--- src/rtl/layer1_maxpool_pkg.sv ---
// Shared constants, state encoding and rounding helper for the ATCONV layer stages.
package layer1_maxpool_pkg;

    localparam int unsigned IMG_W = 64;  // layer-0 image width/height
    localparam int unsigned DW    = 13;  // unsigned 9.4 fixed point
    localparam int unsigned AW    = 12;  // memory address width
    localparam int unsigned FRAC  = 4;   // fractional bits

    typedef logic [1:0] state_t;

    localparam logic [1:0] ST_IDLE  = 2'd0;
    localparam logic [1:0] ST_READ  = 2'd1;
    localparam logic [1:0] ST_WRITE = 2'd2;
    localparam logic [1:0] ST_DONE  = 2'd3;

    localparam logic CSEL_L0 = 1'b0;
    localparam logic CSEL_L1 = 1'b1;

    // Round a fixed-point value up to the next integer. The sum is formed one bit wider
    // than the data so the carry out of the fraction is never lost before truncation.
    function automatic logic [DW-1:0] round_up(input logic [DW-1:0] x,
                                               input int unsigned  frac);
        logic [DW:0] mask;
        logic [DW:0] sum;
        mask = ((DW + 1)'(1) << frac) - (DW + 1)'(1);
        sum  = ({1'b0, x} + mask) & ~mask;
        return sum[DW-1:0];
    endfunction

endpackage

--- src/rtl/layer1_maxpool_pool_addr_gen.sv ---
// Row/column counters for the 2x2 pooling walk; produces window read addresses,
// the layer-1 write address and the end-of-frame flag for the current output pixel.
module layer1_maxpool_pool_addr_gen #(
    parameter int unsigned IMG_W = 64,
    parameter int unsigned AW    = 12
) (
    input  logic          clk_i,
    input  logic          rst_ni,
    input  logic          clr_i,
    input  logic          adv_i,
    input  logic [1:0]    phase_i,
    output logic [AW-1:0] rd_addr_o,
    output logic [AW-1:0] wr_addr_o,
    output logic          last_o
);

    localparam int unsigned OUT_W = IMG_W / 2;
    localparam int unsigned CW    = $clog2(OUT_W);
    localparam logic [CW-1:0] CMAX = CW'(OUT_W - 1);

    logic [CW-1:0] r_q, r_d;
    logic [CW-1:0] c_q, c_d;

    // Next-state for the raster counters: clear on frame start, step after each write.
    always_comb begin
        r_d = r_q;
        c_d = c_q;
        if (clr_i) begin
            r_d = '0;
            c_d = '0;
        end else if (adv_i) begin
            if (c_q == CMAX) begin
                c_d = '0;
                r_d = r_q + CW'(1);
            end else begin
                c_d = c_q + CW'(1);
            end
        end
    end

    // Counter state.
    always_ff @(posedge clk_i or negedge rst_ni) begin
        if (!rst_ni) begin
            r_q <= '0;
            c_q <= '0;
        end else begin
            r_q <= r_d;
            c_q <= c_d;
        end
    end

    // Because IMG_W is a power of two, base + {0,1,IMG_W,IMG_W+1} is a bit concatenation:
    // phase bit 1 selects the lower row, phase bit 0 selects the right column.
    always_comb begin
        rd_addr_o = AW'({r_q, phase_i[1], c_q, phase_i[0]});
        wr_addr_o = AW'({r_q, c_q});
        last_o    = (r_q == CMAX) && (c_q == CMAX);
    end

endmodule

--- src/rtl/layer1_maxpool.sv ---
// Layer-1 2x2 max-pool stage: reads 64x64 layer-0 data, writes ceil(max) of each
// window to layer-1 memory as a 32x32 image, then pulses done.
module layer1_maxpool #(
    parameter int unsigned IMG_W = layer1_maxpool_pkg::IMG_W,
    parameter int unsigned DW    = layer1_maxpool_pkg::DW,
    parameter int unsigned AW    = layer1_maxpool_pkg::AW,
    parameter int unsigned FRAC  = layer1_maxpool_pkg::FRAC
) (
    input  logic          clk,
    input  logic          reset,
    input  logic          start,
    output logic          busy,
    output logic          done,
    output logic          crd,
    output logic [AW-1:0] caddr_rd,
    input  logic [DW-1:0] cdata_rd,
    output logic          cwr,
    output logic [AW-1:0] caddr_wr,
    output logic [DW-1:0] cdata_wr,
    output logic          csel
);

    import layer1_maxpool_pkg::*;

    state_t        state_q, state_d;
    logic [2:0]    p_q, p_d;
    logic [DW-1:0] max_q, max_d;

    logic          busy_q, busy_d;
    logic          done_q, done_d;
    logic          crd_q, crd_d;
    logic [AW-1:0] caddr_rd_q, caddr_rd_d;
    logic          cwr_q, cwr_d;
    logic [AW-1:0] caddr_wr_q, caddr_wr_d;
    logic [DW-1:0] cdata_wr_q, cdata_wr_d;
    logic          csel_q, csel_d;

    logic          ag_clr;
    logic          ag_adv;
    logic [AW-1:0] ag_rd_addr;
    logic [AW-1:0] ag_wr_addr;
    logic          ag_last;

    layer1_maxpool_pool_addr_gen #(
        .IMG_W (IMG_W),
        .AW    (AW)
    ) u_pool_addr_gen (
        .clk_i     (clk),
        .rst_ni    (reset),
        .clr_i     (ag_clr),
        .adv_i     (ag_adv),
        .phase_i   (p_q[1:0]),
        .rd_addr_o (ag_rd_addr),
        .wr_addr_o (ag_wr_addr),
        .last_o    (ag_last)
    );

    // FSM sequencing, phase counter and running window maximum.
    always_comb begin
        state_d = state_q;
        p_d     = p_q;
        max_d   = max_q;
        ag_clr  = 1'b0;
        ag_adv  = 1'b0;
        case (state_q)
            ST_IDLE: begin
                if (start) begin
                    state_d = ST_READ;
                    p_d     = '0;
                    ag_clr  = 1'b1;
                end
            end
            ST_READ: begin
                // Data for the address issued in phase p-1 arrives during phase p;
                // phase 1 loads unconditionally so the previous window never leaks in.
                if (p_q != 3'd0) begin
                    if ((p_q == 3'd1) || (cdata_rd > max_q)) begin
                        max_d = cdata_rd;
                    end
                end
                if (p_q == 3'd4) begin
                    state_d = ST_WRITE;
                    p_d     = '0;
                end else begin
                    p_d = p_q + 3'd1;
                end
            end
            ST_WRITE: begin
                ag_adv  = 1'b1;
                state_d = ag_last ? ST_DONE : ST_READ;
            end
            ST_DONE: begin
                state_d = ST_IDLE;
            end
            default: begin
                state_d = ST_IDLE;
            end
        endcase
    end

    // Registered outputs decoded from the current state; address/data buses hold when idle.
    always_comb begin
        crd_d      = (state_q == ST_READ) && (p_q < 3'd4);
        cwr_d      = (state_q == ST_WRITE);
        busy_d     = (state_q == ST_READ) || (state_q == ST_WRITE);
        done_d     = (state_q == ST_DONE);
        caddr_rd_d = crd_d ? ag_rd_addr : caddr_rd_q;
        caddr_wr_d = cwr_d ? ag_wr_addr : caddr_wr_q;
        cdata_wr_d = cwr_d ? round_up(max_q, FRAC) : cdata_wr_q;
        csel_d     = csel_q;
        if (crd_d) begin
            csel_d = CSEL_L0;
        end else if (cwr_d) begin
            csel_d = CSEL_L1;
        end
    end

    // State and output registers.
    always_ff @(posedge clk or negedge reset) begin
        if (!reset) begin
            state_q    <= ST_IDLE;
            p_q        <= '0;
            max_q      <= '0;
            busy_q     <= 1'b0;
            done_q     <= 1'b0;
            crd_q      <= 1'b0;
            caddr_rd_q <= '0;
            cwr_q      <= 1'b0;
            caddr_wr_q <= '0;
            cdata_wr_q <= '0;
            csel_q     <= 1'b0;
        end else begin
            state_q    <= state_d;
            p_q        <= p_d;
            max_q      <= max_d;
            busy_q     <= busy_d;
            done_q     <= done_d;
            crd_q      <= crd_d;
            caddr_rd_q <= caddr_rd_d;
            cwr_q      <= cwr_d;
            caddr_wr_q <= caddr_wr_d;
            cdata_wr_q <= cdata_wr_d;
            csel_q     <= csel_d;
        end
    end

    assign busy     = busy_q;
    assign done     = done_q;
    assign crd      = crd_q;
    assign caddr_rd = caddr_rd_q;
    assign cwr      = cwr_q;
    assign caddr_wr = caddr_wr_q;
    assign cdata_wr = cdata_wr_q;
    assign csel     = csel_q;

endmodule

--- config.mk ---
export PLATFORM = sky130hd
export DESIGN_NAME = layer1_maxpool
export DESIGN_NICKNAME = d
export VERILOG_FILES = /design/src/rtl/layer1_maxpool_pkg.sv /design/src/rtl/layer1_maxpool_pool_addr_gen.sv /design/src/rtl/layer1_maxpool.sv
export SDC_FILE = /design/constraint.sdc
export NUM_CORES = 1
export LEC_CHECK = 0
export ABC_AREA = 1
export BUFFER_PORTS_ARGS = -buffer_cell sky130_fd_sc_hd__buf_4
export CAP_MARGIN = 20
export CORE_MARGIN = 2
export CORE_UTILIZATION = 28
export DETAILED_ROUTE_END_ITERATION = 6
export HOLD_SLACK_MARGIN = 0.03
export PLACE_DENSITY_LB_ADDON = 0.05
export SYNTH_ARGS = -nofsm -noshare
export SYNTH_HDL_FRONTEND = slang
export SYNTH_SLANG_ARGS = --single-unit
--- constraint.sdc ---
create_clock -name clk -period 1.9 [get_ports clk]
set_input_delay 0 -clock clk [delete_from_list [all_inputs] [get_ports clk]]
set_output_delay 0 -clock clk [all_outputs]
set_load 0.005 [all_outputs]
## Word-level counts from Yosys, hierarchy flattened

Cells that the tools add are included.
W data, S select, Z words.

| cells by class | value |
|---|---|
| equality and inequality tests | 9 |
| add/sub/neg operators | 4 |
| muxes and demuxes | 18 |
| $lt $le $gt $ge | 2 |
| reduce and logical (&&, ||, !) cells | 14 |

Operators by type and width:

| operator | count |
|---|---|
| $mux W5 | 6 |
| $add A13 B4 Y13 const B | 1 |
| $gt A13 B13 Y1 | 1 |
| $add A5 B1 Y5 const B | 2 |
| $eq A5 B5 Y1 const B | 2 |
| $pmux W2 S4 | 1 |
| $reduce_bool A2 Y1 | 4 |
| $mux W2 | 3 |
| $mux W3 | 2 |
| $pmux W3 S2 | 1 |
| $reduce_and A2 Y1 | 3 |
| $mux W1 | 5 |
| $eq A2 B2 Y1 const B | 2 |
| $ne A2 B2 Y1 const B | 2 |
| $add A3 B1 Y3 const B | 1 |
| $eq A3 B1 Y1 const B | 1 |
| $eq A3 B3 Y1 const B | 1 |
| $lt A3 B3 Y1 const B | 1 |
| $reduce_and A3 Y1 | 1 |
| $reduce_bool A3 Y1 | 1 |
| $eq A2 B1 Y1 const B | 1 |
| $logic_and A1 B1 Y1 | 2 |
| $logic_not A2 Y1 | 1 |
| $logic_or A1 B1 Y1 | 2 |

| word-level totals | value |
|---|---|
| input port bits | 16 |
| bits in registers | 64 |
| logic and storage cells | 60 |

## Logic depth before layout (Yosys ltp)

Gate-level depths: netlist of the first run.

| logic depth | value |
|---|---|
| depth in word-level cells | 4 |
| gate-level depth with buffers | 14 |
| depth with buffers taken out | 13 |

## Cells and area by module

Synthesis of the first run repeated with hierarchy kept, for this count alone.

| unflattened totals | value |
|---|---|
| cell total of the unflattened synthesis | 424 |
| area total of the unflattened synthesis | 3499.6 µm² |

Modules (own cells, without submodules):

| module | instances | cells an instance | seq. area each (µm²) | area each (µm²) |
|---|---|---|---|---|
| layer1_maxpool | 1 | 345 | 1401.3 | 2842.7 |
| layer1_maxpool_pool_addr_gen | 1 | 79 | 250.2 | 656.9 |

## Worst setup path before layout of the first run

Ideal clock, no wire load.

| timing path | value |
|---|---|
| path type | reg2reg |
| start | register max_q[11] |
| end | register max_q[5] |
| setup time | 117 ps |
| cell stages (with the launch flop) | 15 |
| period minus slack after synthesis | 1674 ps |
| setup slack | 226 ps |
| buffers on the path | 1 |
| arrival time | 1557 ps |
| cells stage by stage | dfrtp_1 > inv_1 > ha_1 > nand2_1 > nor2_2 > inv_1 > nor2_2 > nand2_1 > nand2_1 > nand2_2 > nand2_4 > nand2_4 > buf_6 > nand2_1 > nand2_1 |

| between the ends | value |
|---|---|
| cells in the longest elaborated chain, start to end | 3 |

RTL lines:

| what | line | source |
|---|---|---|
| start, declared | layer1_maxpool.sv:27 | `logic [DW-1:0] max_q, max_d;` |
| start signal, assigned | layer1_maxpool.sv:135 | `max_q <= max_d;` |
| $gt A13 B13 Y1 | layer1_maxpool.sv:77 | `if ((p_q == 3'd1) \|\| (cdata_rd > max_q)) begin` |
| $logic_or A1 B1 Y1 | layer1_maxpool.sv:77 |  |
| $reduce_and A3 Y1 (no line) | n/a |  |

No other way between the ends.
A chain may end at the register's enable or synchronous reset.

## Worst setup path after layout of the first run

| timing path | value |
|---|---|
| start | register max_q[6] |
| end | register max_q[7] |

Same word-level chain as after synthesis.

==> run_results.csv, run 1 <==
group,metric,value,unit
yosys,yosysTopAreaCell,"dfrtp_1",
grt,antenna_found_initial,0,
yosys,yosysUniqueCellTypes,27,
critical_path,crit_slowest_cell,"dfrtp_1",
clock_tree,cts_tree,"built",
run_status,outcome,"finished clean",
job,max_cap_viol_count,0,
timing,slew_viol_final,0,
clock_tree,clk_path_buf_depth,2,
yosys,synth_top_area_share,49.7,%
critical_path,cpLargestDelayFamily,"simple AND/OR/NAND/NOR gates",
die,fp-row-count,39,
die,placeableCoreArea,11300,sq um
placed_design,dp_hpwl,5.68,mm
drt,drt_iter0_drc,99,
critical_path,critPathRequiredTime,2.16,ns
cells_and_area,antennaDiodeCount,0,
critical_path,cp_common_cell,"nand2_1",
cells_and_area,num-nets-final,503,
grt,grt_pass1_vias,2634,
critical_path,endpoint_kind,"flop",
timing,fin_ws,0.154,ns
yosys,yosysSeqAreaShare,49.7,%
timing,post-route-period-util,91.9,%
clock_tree,clock_latency,0.32,ns
yosys,synth_cells,378,
placed_design,pre_cts_slack,0.0546,ns
clock_tree,numCtsBuffers,9,
critical_path,path_class,"flop to flop",
die,die_w,111,um
critical_path,crit_chain,"inv_1 -> ha_1 -> nand2_1 -> nand2_1 -> nand2_1 -> nand2_1 -> a21oi_1 -> nand2_2 -> nand2_4 -> nand2_8 -> nand2_8 -> nand2_1 -> nand2_1",
critical_path,worst_setup_path_start_kind,"flop",
placed_design,port-buffer-count,51,
critical_path,critPathMaxFanout,8,
clock_tree,clock-sinks,64,
grt,globalRouteOverflowTotal,0,
pwr,ir_drop,412,uV
drt,drc_errors,0,
clock_tree,cts.clk_slew.worst_paths,0.05,ns
yosys,ys_ff_latch,64,
clock_tree,h-tree-depth,3,
grt,grt_usage,13.6,%
timing,slew_headroom,43.3,%
cells_and_area,fin_area,4390,sq um
yosys,syn_area,3230,sq um
timing,setup_viol,0,
die,fp.dieH,111,um
yosys,yosys_warnings,0,
drt,first_pass_iters,4,
timing,finClkSkew,0.00548,ns
drt,ant_nets,0,
yosys,postSynthAreaPerCell,8.53,sq um
placed_design,routabilityCongestion,0.728,
cells_and_area,final_cells,611,
cells_and_area,syn2layout_area_growth,36.0,%
drt,routed_wl,7.91,mm
timing,rsz0062_at_grt,"false",
critical_path,cp.arrival,2.01,ns
placed_design,dp_cells,576,
critical_path,cp_num_buf_inv,1,
die,ios,58,
clock_tree,cts_root_buf,"clkbuf_16",
pwr,p_total,4570,uW
critical_path,crit_path_max_incr_delay,0.39,ns
cells_and_area,drive_gt1_share,21.2,%
drt,dr_total_vias,2668,
pwr,p_per_area,1040,nW/um^2
timing,hold_viol,0,
die,start_util,28.5,%
timing,max_freq,0.573,GHz
yosys,synth.area.top_cells,"dfrtp_1, nand2_1, ha_1",
pwr,p_leak,0.00229,uW
drt,wl_per_cell,12.9,um
die,die_area,12400,sq um
drt,detail_route.vias_per_cell,4.37,
worst_hold_path,hp-class,"input port to flop",
grt,grt_max_degree,65,
timing,layout_min_cycle_time,1.75,ns
timing,tns,0,ns
grt,grt_pass1_wl,13.4,mm
placed_design,placed_cell_area,3820,sq um
timing,tightest_slew,0.851,ns
-- synthesized netlist by cell type (all sizes together) --
library cell    n
buf            11
ha             24
o22ai           1
nor2           18
o31ai           3
nand3b          1
clkbuf          4
dfrtp          64
conb            1
a21oi          13
or2             2
o21ai          32
nor3            7
a31oi           1
nand2         115
nand4           5
inv            49
nand3          27
-- worst paths after layout --
check                                           from                 endpoint  slack, ns  depth (start not counted)
worst min-delay path                           start       p_q[1]$_DFFE_PN0P_       0.05                          4
worst max-delay path            max_q[6]$_DFFE_PN0P_     max_q[7]$_DFFE_PN0P_       0.15                         13
worst min register to register  max_q[1]$_DFFE_PN0P_     max_q[1]$_DFFE_PN0P_       0.47                          2
worst max register to register  max_q[6]$_DFFE_PN0P_     max_q[7]$_DFFE_PN0P_       0.15                         13
max in group asynchronous                      reset  caddr_wr[3]$_DFFE_PN0P_       1.02                          2
min in group asynchronous                      reset     max_q[9]$_DFFE_PN0P_       0.32                          2
-- worst reg2reg max path, stage by stage (launching register included) --
cell and delay (ns):
dfrtp_1 0.39, inv_1 0.08, ha_1 0.30, nand2_1 0.08, nand2_1 0.05, nand2_1 0.06, nand2_1 0.05, a21oi_1 0.15
nand2_2 0.08, nand2_4 0.11, nand2_8 0.10, nand2_8 0.12, nand2_1 0.05, nand2_1 0.05
-- flip-flops by register name, summed over array words and instances, names as in the netlist --
signal / cells
caddr_wr: 10
u_pool_addr_gen.r_q: 5
state_q: 2
csel: 1
crd: 1
cwr: 1
cdata_wr: 9
p_q: 3
max_q: 13
done: 1
caddr_rd: 12
u_pool_addr_gen.c_q: 5
busy: 1
-- where the power goes --
group | total [uW] | switching [uW] | internal, uW
combinational | 1140 | 641 | 499
clock | 1760 | 573 | 1180
sequential | 1680 | 119 | 1560
total | 4570 | 1330 | 3240
-- what timing repair did --
item / CTS / global route
resized for setup: 0 / 10
hold buffers: 14 / 0
endpoints found under the setup margin: 0 / 14
endpoints found under the hold margin: 77 / 0
setup buffers: 0 / 3
-- metrics by stage --
stage	utilization, %	hold slack (ns)
detailed placement	33.8	0.176
floorplan	-	-0.296
CTS	37.8	0.0558
finish	38.7	0.0484
global route	38.7	0.0842
global placement	33.8	0.180
-- kinds of logic (layout without fill, tap and decap cells) --
group | Yosys count | count (layout) | synth area share (%)
simple gates | 175 | 177 | 23.9
other cells | 1 | 6 | 0.116
compound gates | 50 | 50 | 8.18
fa+ha+maj | 24 | 24 | 9.31
buf+inv | 64 | 147 | 8.84
flops | 64 | 64 | 49.7
-- layout make-up --
class                           instances  area [sq um]
Fill cell                            1164          6940
Tap cell                              143           179
Multi-Input combinational cell        257          1440
Inverter                               49           184
Sequential cell                        64          1600
Clock inverter                          3          65.1
Timing Repair Buffer                   82           663
Clock buffer                           13           250
-- routing by layer --
metal / part of all wire, % / track usage (%)
met3: 3.5 / 2.45
met2: 46 / 21.1
met5: 0 / 0
met1: 49 / 18.8
met4: 1.8 / 5.43
-- cell usage in the layout (no fill, tap or decap), types with 2 or more instances in the layout --
master,synthesis,layout
nor3_1,7,7
a21oi_1,12,11
o31ai_1,3,3
nand3_1,26,25
nand2_8,0,3
dlygate4sd3_1,0,14
nor2_1,14,14
nand2_4,2,2
dfrtp_1,64,64
clkbuf_1,4,3
nand3_2,1,2
o21ai_0,32,32
nand2_1,112,111
clkbuf_16,0,9
ha_1,24,23
nand4_1,5,5
conb_1,1,6
bufinv_16,0,2
inv_1,49,48
buf_4,8,67
nor2_2,3,3
No activity file was read; power rests on OpenSTA's default activity.
==> run 2, diff against run 1 <==
--- a/config.mk
+++ b/config.mk
@@ -9,7 +9,7 @@
 export BUFFER_PORTS_ARGS = -buffer_cell sky130_fd_sc_hd__buf_4
 export CAP_MARGIN = 20
 export CORE_MARGIN = 2
-export CORE_UTILIZATION = 28
+export CORE_UTILIZATION = 43
 export DETAILED_ROUTE_END_ITERATION = 6
 export HOLD_SLACK_MARGIN = 0.03
 export PLACE_DENSITY_LB_ADDON = 0.05
==> run 2 against run 1 <==
Sequential power about the same. Final area shrank 4.0%. Global-route usage grew 4.7 points. Sequential share of layout area rose by 1.5 points. Critical endpoint is now max_q[5]$_DFFE_PN0P_. Power down 9.5%. Sequential cell count did not move. Non-clock buffer count is the same. Worst setup slack gained 0.0070 ns. Critical path depth is 1 lower. Hold slack improved by 0.0025 ns. Register-to-register slack hardly changed.
==> run_results.csv, run 2 (synthesized netlist as in run 1, its figures left out) <==
group,metric,value,unit
clock_tree,cts_tree,"built",
drt,detail_route.vias_per_cell,4.71,
placed_design,dp_cells,532,
cells_and_area,num-nets-final,502,
worst_hold_path,hp-class,"input port to flop",
cells_and_area,largest-register,"max_q",
pwr,p_sw_share,30.6,%
die,die_area,8210,sq um
clock_tree,clock_latency,0.34,ns
drt,wl_per_cell,12.4,um
critical_path,critPathRequiredTime,2.18,ns
die,fp.dieH,90.6,um
grt,globalRouteOverflowTotal,0,
cells_and_area,multiInputGateArea,1420,sq um
worst_hold_path,hold_depth,4,
clock_tree,cts_root_buf,"clkbuf_8",
cells_and_area,drive_gt1_share,21.0,%
drt,dr_total_vias,2661,
die,placeableCoreArea,7250,sq um
cells_and_area,final_cells,565,
pwr,p_int,2870,uW
cells_and_area,syn2layout_area_growth,30.5,%
cells_and_area,largest_reg_flops,13,
timing,tightest_slew,0.808,ns
pwr,switching_power,1270,uW
cells_and_area,antennaDiodeCount,0,
die,fp-row-count,31,
clock_tree,clk_path_buf_depth,2,
critical_path,reg2reg_depth,12,
pwr,p_leak,0.00225,uW
timing,post-route-period-util,91.5,%
run_status,outcome,"finished clean",
placed_design,routabilityCongestion,0.798,
placed_design,dp_hpwl,5.01,mm
pwr,ir_drop,582,uV
critical_path,critPathMaxFanout,13,
die,die_w,90.6,um
pwr,power_frac_comb,27.7,%
cells_and_area,final_cell_mix,"nand2_1, buf_4, dfrtp_1",
grt,grt_pass1_vias,2534,
timing,max_freq,0.575,GHz
critical_path,path_class,"flop to flop",
placed_design,placed_cell_area,3770,sq um
worst_hold_path,hold-path-endpoint,"p_q[1]$_DFFE_PN0P_",
critical_path,endpoint_kind,"flop",
timing,tns,0,ns
clock_tree,clock-sinks,64,
grt,antenna_found_initial,0,
clock_tree,numCtsBuffers,9,
critical_path,reg2reg_slack,0.16,ns
drt,drc_errors,0,
grt,grt_pass1_wl,12.0,mm
drt,wl_met2,3.01,mm
pwr,power_frac_seq,40.3,%
critical_path,timing.rr.end,"max_q[5]$_DFFE_PN0P_",
cells_and_area,fill_cells,675,
cells_and_area,layout_commonest_cell,"nand2_1",
drt,top_layer_used,"met4",
job,max_cap_viol_count,0,
placed_design,port-buffer-count,51,
timing,setup_viol,0,
timing,finClkSkew,0.00718,ns
drt,routed_wl,6.99,mm
grt,grt_usage,18.3,%
drt,first_pass_iters,4,
critical_path,rr_startpoint,"max_q[10]$_DFFE_PN0P_",
drt,ant_nets,0,
timing,slew_headroom,46.1,%
cells_and_area,fin_area,4210,sq um
die,ios,58,
pwr,clock_power_share,32.0,%
timing,rsz0062_at_grt,"false",
drt,drt_iter0_drc,140,
critical_path,cp.arrival,2.02,ns
drt,wl_met3,281,um
cells_and_area,seqCellArea,1600,sq um
die,start_util,44.5,%
timing,slew_viol_final,0,
timing,layout_min_cycle_time,1.74,ns
clock_tree,cts.clk_slew.worst_paths,0.07,ns
timing,hold_viol,0,
clock_tree,h-tree-depth,3,
cells_and_area,utilization,58.0,%
drt,wl_met1,3.57,mm
pwr,p_per_area,983,nW/um^2
worst_hold_path,min_from,"start",
grt,grt_max_degree,65,
critical_path,worst_setup_path_start_kind,"flop",
==> run 2: area by class of cell <==
type / instances / share of cell area, %
Timing Repair Buffer: 82 / 15.8
Multi-Input combinational cell: 256 / 33.7
Clock inverter: 3 / 1.55
Tap cell: 99 / 2.94
Sequential cell: 64 / 38.1
Clock buffer: 12 / 3.69
Inverter: 49 / 4.37
==> run 2: worst max path at each step <==
stage                           from                     to  cells after the start
6_report       max_q[10]$_DFFE_PN0P_   max_q[5]$_DFFE_PN0P_                     12
3_3_place_gp   max_q[12]$_DFFE_PN0P_  max_q[12]$_DFFE_PN0P_                     13
3_5_place_dp   max_q[12]$_DFFE_PN0P_   max_q[9]$_DFFE_PN0P_                     13
5_1_grt         max_q[8]$_DFFE_PN0P_   max_q[2]$_DFFE_PN0P_                     13
4_1_cts        max_q[12]$_DFFE_PN0P_   max_q[9]$_DFFE_PN0P_                     13
2_1_floorplan  max_q[11]$_DFFE_PN0P_   max_q[5]$_DFFE_PN0P_                     14
==> run 2: routing by layer <==
metal  vias up  GRT usage [%]
li1       1373              -
met1      1211           27.0
met2        66           26.7
met3        11           2.50
met4         0           8.46
met5         -              0
==> run 2: worst max-delay path, stage by stage (launching register included) <==
cell and delay, ns:
dfrtp_1 0.38, inv_1 0.08, ha_1 0.29, nand2_1 0.06, nor2_2 0.09, inv_1 0.06, nor2_2 0.11, nand4_1 0.13
nand2_4 0.15, nand2_8 0.09, nand2_8 0.12, nand2_1 0.06, nand2_1 0.06
==> run 2: timing repair <==
item / CTS / global route
hold buffers: 14 / 0
setup buffers: 0 / 3
endpoints found under the setup margin: 0 / 13
resized for setup: 0 / 8
endpoints found under the hold margin: 77 / 0
==> run 2: stage by stage <==
step           hold slack [ns]  worst slack [ns]  total power (uW)
2_1_floorplan           -0.296             0.226              2290
3_3_place_gp             0.152             0.146              2680
3_5_place_dp             0.151            0.0969              2700
4_1_cts                 0.0385            0.0883              4050
5_1_grt                 0.0765            0.0105              4420
6_report                0.0509             0.161              4140
==> run 2: power by group through the flow <==
stage          combinational, uW  clock, uW  sequential (uW)
2_1_floorplan                583          0             1710
3_3_place_gp                 994          0             1690
3_5_place_dp                1010          0             1690
4_1_cts                     1040       1350             1670
5_1_grt                     1310       1420             1690
6_report                    1150       1320             1670
==> run 3, diff against run 2 <==
--- a/config.mk
+++ b/config.mk
@@ -5,9 +5,7 @@
 export SDC_FILE = /design/constraint.sdc
 export NUM_CORES = 1
 export LEC_CHECK = 0
-export ABC_AREA = 1
 export BUFFER_PORTS_ARGS = -buffer_cell sky130_fd_sc_hd__buf_4
-export CAP_MARGIN = 20
 export CORE_MARGIN = 2
 export CORE_UTILIZATION = 43
 export DETAILED_ROUTE_END_ITERATION = 6
==> run 3 against run 2 <==
The run now ends with setup timing left. Sequential power increased by 12%. Critical path type unchanged. Worst setup slack got worse by 0.24 ns. Non-clock buffer count increased by 33. First-iteration DRC count decreased by 61%. Final cell count decreased by 2.3%. Synthesized area increased by 12%. Clock power decreased by 13%. Register-to-register slack got worse by 0.24 ns. Highest routed layer unchanged. Hold slack improved by 0.015 ns. Largest cell class is now multi-input gates. Synthesized cell count decreased by 11%. Largest power group is now combinational logic. Die area increased by 11%.
==> run_results.csv, run 3 <==
group,metric,value,unit
run_status,outcome,"finished, violations left",
run_status,violations,"setup timing",
yosys,yosysUniqueCellTypes,51,
cells_and_area,fill_cells,684,
timing,tightest_slew,0.825,ns
drt,detail_route.vias_per_cell,5.18,
pwr,ir_drop,375,uV
critical_path,crit_cells,9,
worst_hold_path,hp-class,"input port to flop",
cells_and_area,largest-register,"max_q",
grt,grt_pass1_wl,13.1,mm
placed_design,port-buffer-count,51,
timing,finClkSkew,0.0121,ns
timing,slew_headroom,45.0,%
critical_path,critPathRequiredTime,2.17,ns
critical_path,endpoint_kind,"flop",
cells_and_area,drive_gt1_share,42.7,%
yosys,synth_edf_count,0,
critical_path,reg2reg_slack,-0.08,ns
die,ios,58,
drt,ant_nets,0,
pwr,power_frac_comb,42.2,%
clock_tree,h-tree-depth,3,
clock_tree,cts_tree,"built",
timing,post-route-period-util,104,%
critical_path,crit_path_max_incr_delay,0.42,ns
yosys,postSynthAreaPerCell,10.8,sq um
clock_tree,cts_root_buf,"clkbuf_8",
drt,routed_wl,8.23,mm
critical_path,cp.arrival,2.26,ns
die,fp-row-count,33,
critical_path,crit_end,"max_q[10]$_DFFE_PN0P_",
timing,slew_viol_final,0,
timing,hold_viol,0,
pwr,p_per_area,1040,nW/um^2
die,placeableCoreArea,8180,sq um
drt,dr_total_vias,2858,
die,die_area,9150,sq um
pwr,power_frac_seq,35.9,%
grt,grt_pass1_vias,2778,
pwr,switching_power,1750,uW
pwr,p_leak,0.00257,uW
cells_and_area,largest_reg_flops,13,
placed_design,dp_cells,508,
critical_path,rr_startpoint,"max_q[11]$_DFFE_PN0P_",
yosys,ys_ff_latch,64,
timing,setup_viol,13,
critical_path,path_class,"flop to flop",
die,start_util,44.2,%
drt,first_pass_iters,4,
drt,drc_errors,0,
cells_and_area,syn2layout_area_growth,38.9,%
critical_path,critPathMaxFanout,7,
grt,grt_usage,18.8,%
timing,rsz0062_at_grt,"true",
critical_path,cp_num_buf_inv,3,
cells_and_area,final_cells,552,
cells_and_area,layout_commonest_cell,"buf_4",
critical_path,startpoint,"max_q[11]$_DFFE_PN0P_",
critical_path,crit_slowest_cell,"or4_4",
yosys,yosysSeqAreaShare,44.3,%
clock_tree,cts.clk_slew.worst_paths,0.08,ns
pwr,clock_power_share,22.0,%
yosys,synth_top_area_share,44.3,%
clock_tree,numCtsBuffers,9,
drt,wl_per_cell,14.9,um
die,fp.dieH,95.7,um
yosys,yosys-top-cells-count,"dfrtp_1, ha_1, nor2_1",
cells_and_area,num-nets-final,482,
job,max_cap_viol_count,0,
grt,grt_max_degree,65,
timing,layout_min_cycle_time,1.98,ns
yosys,synth_cells,335,
yosys,yosysMostFrequentCell,"dfrtp_1",
cells_and_area,final_cell_mix,"buf_4, dfrtp_1, nor2_1",
cells_and_area,utilization,61.4,%
critical_path,crit_chain,"inv_2 -> ha_4 -> and4_4 -> nand4_1 -> a31oi_4 -> buf_12 -> buf_6 -> or4_4 -> nand3_2",
pwr,p_total,5220,uW
yosys,yosys_warnings,0,
pwr,p_int,3470,uW
yosys,syn_area,3610,sq um
critical_path,cpLargestDelayFamily,"simple AND/OR/NAND/NOR gates",
grt,globalRouteOverflowTotal,0,
timing,max_freq,0.504,GHz
critical_path,worst_setup_path_start_kind,"flop",
yosys,synthFlopType,"dfrtp_1",
grt,antenna_found_initial,0,
critical_path,timing.rr.end,"max_q[10]$_DFFE_PN0P_",
drt,drt_iter0_drc,55,
critical_path,reg2reg_depth,9,
clock_tree,clk_path_buf_depth,2,
timing,finalHoldWorstSlack,0.0659,ns
yosys,yosysTopAreaCell,"dfrtp_1",
pwr,p_sw_share,33.5,%
yosys,synth.area.top_cells,"dfrtp_1, ha_1, mux2_2",
clock_tree,clock-sinks,64,
die,die_w,95.7,um
yosys,synth-async-reset-ratio,100,%
placed_design,routabilityCongestion,0.817,
cells_and_area,antennaDiodeCount,0,
timing,fin_ws,-0.0824,ns
clock_tree,clock_latency,0.34,ns
placed_design,dp_hpwl,5.43,mm
run 3: per-stage QoR:
step	setup slack, ns	TNS [ns]	instance area (sq um)
4_1_cts	-0.0921	-0.674	4870
6_report	-0.0824	-0.829	5020
3_5_place_dp	-0.135	-0.984	4370
5_1_grt	-0.143	-1.68	5020
2_1_floorplan	0.00272	0	3690
3_3_place_gp	-0.0817	-0.500	4370
run 3: logic make-up after synthesis:
logic type	count (synthesis)	share of synthesized area, %
and+or+nand+nor	106	16.1
DFF	64	44.3
AOI/OAI and AO/OA	60	14.8
buffers and inverters	44	6.06
adders and majority gates	24	8.31
muxes	24	7.34
xor gates and xnor gates	12	2.91
other	1	0.104
run 3: worst min-delay path by stage:
stage,end,start,depth (start not counted),slack [ns]
after floorplan,busy$_DFF_PN0_,reset,0,-0.30
after global placement,caddr_rd[9]$_DFFE_PN0P_,reset,1,0.16
after detailed placement,caddr_rd[9]$_DFFE_PN0P_,reset,1,0.16
after CTS,p_q[1]$_DFFE_PN0P_,start,3,0.06
after global routing,p_q[1]$_DFFE_PN0P_,start,3,0.08
final,p_q[1]$_DFFE_PN0P_,start,3,0.07
run 3: repair_timing:
action / in CTS / in global routing
hold endpoints to repair: 77 / 0
resized for setup: 19 / 26
pin swaps: 12 / 15
setup buffers: 12 / 2
hold buffers: 14 / 0
setup endpoints to repair: 13 / 15
cloned: 1 / 1
run 3: power groups by stage:
stage / clock (uW) / sequential (uW) / combinational, uW
global route: 1250 / 1920 / 2430
global placement: 0 / 1900 / 2040
detailed placement: 0 / 1910 / 2070
finish: 1150 / 1870 / 2200
CTS: 1180 / 1880 / 2130
floorplan: 0 / 1920 / 1230
run 3: area by class of cell:
| type | instances | area (sq um) | area share [%] |
|---|---|---|---|
| Clock buffer | 10 | 128 | 2.54 |
| Clock inverter | 6 | 60.1 | 1.20 |
| Inverter | 19 | 71.3 | 1.42 |
| Multi-Input combinational cell | 233 | 2020 | 40.3 |
| Sequential cell | 64 | 1600 | 31.9 |
| Tap cell | 105 | 131 | 2.62 |
| Timing Repair Buffer | 115 | 1000 | 20.0 |
run 3: tightest hold or removal path: stages:
cell	delay, ns
buf_4	0.11
nand2b_1	0.11
a32o_1	0.16
run 3: routing by layer:
metal  wire, um  global-route usage, %  up-vias
met4        135                   7.38        0
met1       3690                   23.4     1377
met3        282                   3.64       13
met2       4120                   32.1       54
li1           -                      -     1414
met5          0                      0        -
